### config.mk
export PLATFORM = sky130hd
export DESIGN_NAME = flash_read_arbiter
export DESIGN_NICKNAME = d
export VERILOG_FILES = /design/src/rtl/flash_read_arbiter.sv
export SDC_FILE = /design/constraint.sdc
export NUM_CORES = 1
export LEC_CHECK = 0
export ABC_CLOCK_PERIOD_IN_PS = 3100
export BUFFER_PORTS_ARGS = -buffer_cell sky130_fd_sc_hd__buf_2
export CAP_MARGIN = 0
export CORE_ASPECT_RATIO = 0.6
export CORE_MARGIN = 2
export CORE_UTILIZATION = 50
export DETAILED_ROUTE_END_ITERATION = 12
export PLACE_DENSITY = 0.89
export SLEW_MARGIN = 15
export SYNTH_ARGS = -nofsm -noshare
export SYNTH_HDL_FRONTEND = slang
export SYNTH_SLANG_ARGS = --single-unit
### constraint.sdc
create_clock -name clk -period 3.1 [get_ports clk]
set_clock_uncertainty 0.1 [all_clocks]
set_input_delay 0.62 -clock clk [delete_from_list [all_inputs] [get_ports clk]]
set_output_delay 0.62 -clock clk [all_outputs]
set_load 0.02 [all_outputs]
### src/rtl/flash_read_arbiter.sv
// flash_read_arbiter: shares one quad-SPI flash read engine between video (V) and aux (A).
// Default is V priority with an A starvation guard; define FLASH_ARB_RR_EN for round-robin.
module flash_read_arbiter #(
    parameter int ADDR_W     = 24,
    parameter int LEN_W      = 12,
    parameter int STARVE_MAX = 8
) (
    input  logic              clk,
    input  logic              rst,
    input  logic              v_req,
    input  logic [ADDR_W-1:0] v_addr,
    input  logic [LEN_W-1:0]  v_len,
    output logic              v_gnt,
    output logic              v_dvalid,
    output logic              v_done,
    input  logic              a_req,
    input  logic [ADDR_W-1:0] a_addr,
    input  logic [LEN_W-1:0]  a_len,
    output logic              a_gnt,
    output logic              a_dvalid,
    output logic              a_done,
    output logic [7:0]        dout,
    output logic              f_start,
    output logic [ADDR_W-1:0] f_addr,
    output logic [LEN_W-1:0]  f_len,
    input  logic              f_dvalid,
    input  logic [7:0]        f_data,
    input  logic              f_done,
    output logic              owner,
    output logic              busy,
    output logic              len_err
);

    typedef enum logic [1:0] {
        IDLE,
        ISSUE,
        XFER
    } state_t;

    state_t            state_q, state_d;
    logic              owner_q, owner_d;
    logic [ADDR_W-1:0] addr_q, addr_d;
    logic [LEN_W-1:0]  len_q, len_d;
    logic [LEN_W-1:0]  cnt_q, cnt_d;
    logic [7:0]        dout_q, dout_d;
    logic              v_gnt_q, v_gnt_d, a_gnt_q, a_gnt_d;
    logic              v_dv_q, v_dv_d, a_dv_q, a_dv_d;
    logic              v_done_q, v_done_d, a_done_q, a_done_d;
    logic              f_start_q, f_start_d;
    logic              busy_q, busy_d;
    logic              len_err_q, len_err_d;
    logic              win_a;

`ifdef FLASH_ARB_RR_EN
    // Remembers who was granted last; reset value lets V win the first tie.
    logic last_a_q, last_a_d;
`else
    localparam int SW = $clog2(STARVE_MAX + 1);
    localparam logic [SW-1:0] SMAX = SW'(STARVE_MAX);
    logic [SW-1:0] starve_q, starve_d;
`endif

    always_comb begin
        state_d   = state_q;
        owner_d   = owner_q;
        addr_d    = addr_q;
        len_d     = len_q;
        cnt_d     = cnt_q;
        dout_d    = dout_q;
        v_gnt_d   = 1'b0;
        a_gnt_d   = 1'b0;
        v_dv_d    = 1'b0;
        a_dv_d    = 1'b0;
        v_done_d  = 1'b0;
        a_done_d  = 1'b0;
        f_start_d = 1'b0;
        len_err_d = 1'b0;
`ifdef FLASH_ARB_RR_EN
        last_a_d  = last_a_q;
        win_a     = a_req && (!v_req || !last_a_q);
`else
        starve_d  = starve_q;
        win_a     = a_req && (!v_req || starve_q == SMAX);
`endif

        unique case (state_q)
            IDLE: begin
                if (v_req || a_req) begin
                    owner_d = win_a;
                    addr_d  = win_a ? a_addr : v_addr;
                    len_d   = win_a ? a_len : v_len;
                    cnt_d   = '0;
                    v_gnt_d = !win_a;
                    a_gnt_d = win_a;
                    state_d = ISSUE;
`ifdef FLASH_ARB_RR_EN
                    last_a_d = win_a;
`else
                    if (win_a)
                        starve_d = '0;
                    else if (a_req && starve_q != SMAX)
                        starve_d = starve_q + 1'b1;
`endif
                end
            end
            ISSUE: begin
                if (len_q == '0) begin
                    v_done_d = !owner_q;
                    a_done_d = owner_q;
                    state_d  = IDLE;
                end else begin
                    f_start_d = 1'b1;
                    state_d   = XFER;
                end
            end
            XFER: begin
                if (f_dvalid) begin
                    if (cnt_q < len_q) begin
                        dout_d = f_data;
                        v_dv_d = !owner_q;
                        a_dv_d = owner_q;
                    end
                    // Keeps counting past len so overruns still flag len_err.
                    if (cnt_q != '1)
                        cnt_d = cnt_q + 1'b1;
                end
                if (f_done) begin
                    v_done_d  = !owner_q;
                    a_done_d  = owner_q;
                    len_err_d = (cnt_d != len_q);
                    state_d   = IDLE;
                end
            end
            default: state_d = IDLE;
        endcase

        busy_d = (state_d != IDLE);
    end

    always_ff @(posedge clk or posedge rst) begin
        if (rst) begin
            state_q   <= IDLE;
            owner_q   <= 1'b0;
            addr_q    <= '0;
            len_q     <= '0;
            cnt_q     <= '0;
            dout_q    <= '0;
            v_gnt_q   <= 1'b0;
            a_gnt_q   <= 1'b0;
            v_dv_q    <= 1'b0;
            a_dv_q    <= 1'b0;
            v_done_q  <= 1'b0;
            a_done_q  <= 1'b0;
            f_start_q <= 1'b0;
            busy_q    <= 1'b0;
            len_err_q <= 1'b0;
        end else begin
            state_q   <= state_d;
            owner_q   <= owner_d;
            addr_q    <= addr_d;
            len_q     <= len_d;
            cnt_q     <= cnt_d;
            dout_q    <= dout_d;
            v_gnt_q   <= v_gnt_d;
            a_gnt_q   <= a_gnt_d;
            v_dv_q    <= v_dv_d;
            a_dv_q    <= a_dv_d;
            v_done_q  <= v_done_d;
            a_done_q  <= a_done_d;
            f_start_q <= f_start_d;
            busy_q    <= busy_d;
            len_err_q <= len_err_d;
        end
    end

`ifdef FLASH_ARB_RR_EN
    always_ff @(posedge clk or posedge rst) begin
        if (rst) last_a_q <= 1'b1;
        else     last_a_q <= last_a_d;
    end
`else
    always_ff @(posedge clk or posedge rst) begin
        if (rst) starve_q <= '0;
        else     starve_q <= starve_d;
    end
`endif

    assign v_gnt    = v_gnt_q;
    assign a_gnt    = a_gnt_q;
    assign v_dvalid = v_dv_q;
    assign a_dvalid = a_dv_q;
    assign v_done   = v_done_q;
    assign a_done   = a_done_q;
    assign dout     = dout_q;
    assign f_start  = f_start_q;
    assign f_addr   = addr_q;
    assign f_len    = len_q;
    assign owner    = owner_q;
    assign busy     = busy_q;
    assign len_err  = len_err_q;

endmodule

==> impl_metrics.csv <==
group,metric,value,unit
pwr,power.switching,1.919,mW
floorplan,row_count,25,
setup_path,worstRegToRegCells,8,
setup_path,worstSetupStartpointType,"flip-flop",
setup_path,critical_path_buf_inv_count,1,
synth,yosysSeqAreaShare,44.68,%
synth,synthDistinctLibCells,45,
routing,first_pass_iters,5,
cells_and_area,final_cell_mix,"buf_2 (139), dfrtp_1 (72), nand2_1 (69)",
floorplan,die_height,73.57,microns
synth,synth-simple-area-share,17.00,%
timing,worst_pin_slew,0.6551,ns
synth,ys_seq_elements,72,
clock_tree,ctsHoldBuffers,0,
timing,rsz0062_at_grt,"no",
cells_and_area,syn_to_final_growth,25.66,%
setup_path,end_kind,"flip-flop",
setup_path,worst_r2r_endpoint,"dout[4]",
floorplan,core-area,7851,sq um
routing,viasPerCell,5.486,
timing,relSlewSlack,56.16,%
setup_path,path_delay_family,"compound AO/OA/AOI/OAI gates",
setup_path,critPathMaxStageDelay,0.42,ns
floorplan,ioPinCount,140,
synth,muxShareOfSynthArea,11.17,%
synth,ys_async_sr_fraction,100.0,%
timing,finalCritPeriodShare,81.41,%
synth,synth_area,4033,sq um
setup_path,critPathMaxFanout,10,
routing,remaining_drc_errors,0,
clock_tree,cts_setup_buffers,0,
run_status,status,"complete, no violations",
cells_and_area,final_common_cell,"buf_2",
timing,setup_viol,0,
routing,vias,3681,
floorplan,die-area,8823,sq um
cells_and_area,fin_nets,666,
global_routing,antenna_found_initial,0,
synth,synth_compound_area_share,14.12,%
cells_and_area,n_antenna_cell,0,
synth,synth-main-ff-cell,"dfrtp_1",
global_routing,grt_max_degree,51,
place,place.gp.congestion,0.9771,
clock_tree,clkTransAtPathRegs,0.06,ns
pwr,leakage,2.494,nW
routing,drt_wl_total,10.98,mm
clock_tree,cts_resized,0,
place,io_buffers,139,
timing,finalCriticalPeriod,2.524,ns
clock_tree,cts.sinks,72,
setup_path,cpMaxStageDelayCell,"dfrtp_1",
clock_tree,cts_tree,"built",
setup_path,path_class,"reg2reg",
setup_path,crit_start,"f_len[1]",
setup_path,cp_common_cell,"a21o_1",
pwr,switching_share,42.97,%
pwr,pwr-share-clk,20.2,%
routing,antenna_left,0,
global_routing,grt_pass1_vias,3486,
timing,finalMaxSlewViolations,0,
timing,finalHoldViolCount,0,
pwr,peakVddDrop,0.0004755,V
synth,synth_top_family_by_area,"simple AND/OR/NAND/NOR gates",
synth,synth_xor_area_share,2.823,%
synth,synth_edf_count,0,
cells_and_area,stdcell_count,671,
pwr,seqPwrFrac,35.5,%
synth,synth_fa_ha_area_share,5.585,%
synth,ys_warn_count,0,
pwr,comb_power_share,44.3,%
timing,fin_setup_tns,0,ns
routing,drt_iter0_markers,287,
clock_tree,clock_latency,0.34,ns
setup_path,r2r_start,"f_len[1]",
clock_tree,cts_buffer_depth,2,
setup_path,crit_chain,"inv_1 -> ha_1 -> a21o_1 -> a21o_1 -> a21oi_1 -> o211ai_1 -> a21oi_4 -> mux2_2",
cells_and_area,drive_gt1_share,31.08,%
synth,synth_cells,427,
setup_path,worst_ep_required_time,3.21,ns
place,dp.cells,659,
clock_tree,cts_made_buffers,9,
synth,synth_nets,531,
timing,fmax,396.2,MHz
synth,avgSynthCellArea,9.444,sq um
clock_tree,cts_root_buf,"clkbuf_16",
clock_tree,htreeDepth,3,
pwr,powerDensity,881.1,nW/um^2
floorplan,initial_core_util,51.36,%
global_routing,grt_use_total,26.17,%
global_routing,grt_pass1_wl,17.56,mm
floorplan,die_w,119.9,microns
setup_path,critPathArrivalTime,2.64,ns
pwr,internal-power,2.546,mW
run,cap_violations,0,
min_path,hold_path_class,"in2async",
place,hpwl,8.457,mm
setup_path,cp_num_cells,8,
setup_path,regToRegSetupSlack,0.58,ns
global_routing,grt_overflow_total,0,
routing,avgRoutedWirePerCell,16.37,microns
setup_path,critPathCapture,"dout[4]",
[area by class of cell]
cell class	count	area (sq um)
Clock buffer	10	239.0
Clock inverter	2	10.01
Fill cell	640	2784
Inverter	21	78.83
Multi-Input combinational cell	314	2057
Sequential cell	72	1802
Tap cell	108	135.1
Timing Repair Buffer	144	745.7
[how the worst min path moves through the flow]
stage	depth (start not counted)	end	slack, ns	from
4_1_cts	2	state_q[1]	0.28	rst
2_1_floorplan	1	starve_q[3]	0.35	starve_q[3]
5_1_grt	2	dout[4]	0.32	rst
3_5_place_dp	2	f_addr[16]	0.37	f_addr[16]
3_3_place_gp	2	f_addr[20]	0.36	f_addr[20]
6_report	2	dout[4]	0.26	rst
[power by group through the flow]
stage	clock, mW	sequential [mW]	combinational (mW)
3_5_place_dp	0	1.59	1.98
6_report	0.901	1.58	1.98
5_1_grt	0.958	1.63	2.17
4_1_cts	0.919	1.58	1.98
2_1_floorplan	0	1.93	0.902
3_3_place_gp	0	1.58	1.91
[registers in the layout, indices dropped and copies added (netlist names)]
register / count
owner: 1
f_addr: 24
v_dvalid: 1
v_done: 1
f_start: 1
a_done: 1
cnt_q: 12
a_dvalid: 1
busy: 1
len_err: 1
f_len: 12
state_q: 2
v_gnt: 1
starve_q: 4
dout: 8
a_gnt: 1
[cells by family after synthesis]
kind of cell    count (synthesis)
flops                          72
fa+ha+maj                      18
buf+inv                        41
simple gates                  139
compound gates                100
mux                            44
xor+xnor                       13
[cell usage after synthesis, types with 2 or more instances]
cell	instances	area [sq um]
a21o_1	4	30.03
a21oi_1	20	100.1
a31oi_1	5	31.28
and2_1	9	56.30
and3_1	4	25.02
and4_1	3	26.28
buf_2	5	25.02
buf_6	3	33.78
clkbuf_1	11	41.29
dfrtp_1	72	1802
ha_1	18	225.2
inv_1	21	78.83
mux2_2	8	90.09
mux2i_1	36	360.4
nand2_1	69	259.0
nand3_1	12	60.06
nand4_1	10	62.56
nor2_1	13	48.80
nor2b_1	3	18.77
nor3_1	3	15.01
nor4_1	4	25.02
o211ai_1	2	15.01
o21ai_0	56	280.3
o22ai_1	2	12.51
o31ai_1	3	22.52
xnor2_1	10	87.58
xor2_1	3	26.28
[stage by stage]
step / util [%] / worst slack [ns] / power (mW) / hold WS (ns) / instance area [sq um]
CTS: 64.54 / 0.5522 / 4.482 / 0.2791 / 5067
global route: 64.54 / 0.3746 / 4.759 / 0.3152 / 5067
floorplan: - / 0.5551 / 2.832 / 0.3457 / 4033
global placement: 61.37 / 0.6567 / 3.489 / 0.3606 / 4818
finish: 64.54 / 0.5763 / 4.465 / 0.2627 / 5067
detailed placement: 61.37 / 0.5673 / 3.568 / 0.3656 / 4818
[metal layers]
metal | routed length (microns) | GRT usage, % | up-vias
met4 | 145 | 7.843 | 0
met5 | 0 | 0 | -
met2 | 4810 | 40.47 | 179
li1 | - | - | 1771
met1 | 5089 | 36.08 | 1717
met3 | 937 | 7.531 | 14
(Power assumes the default switching activity.)
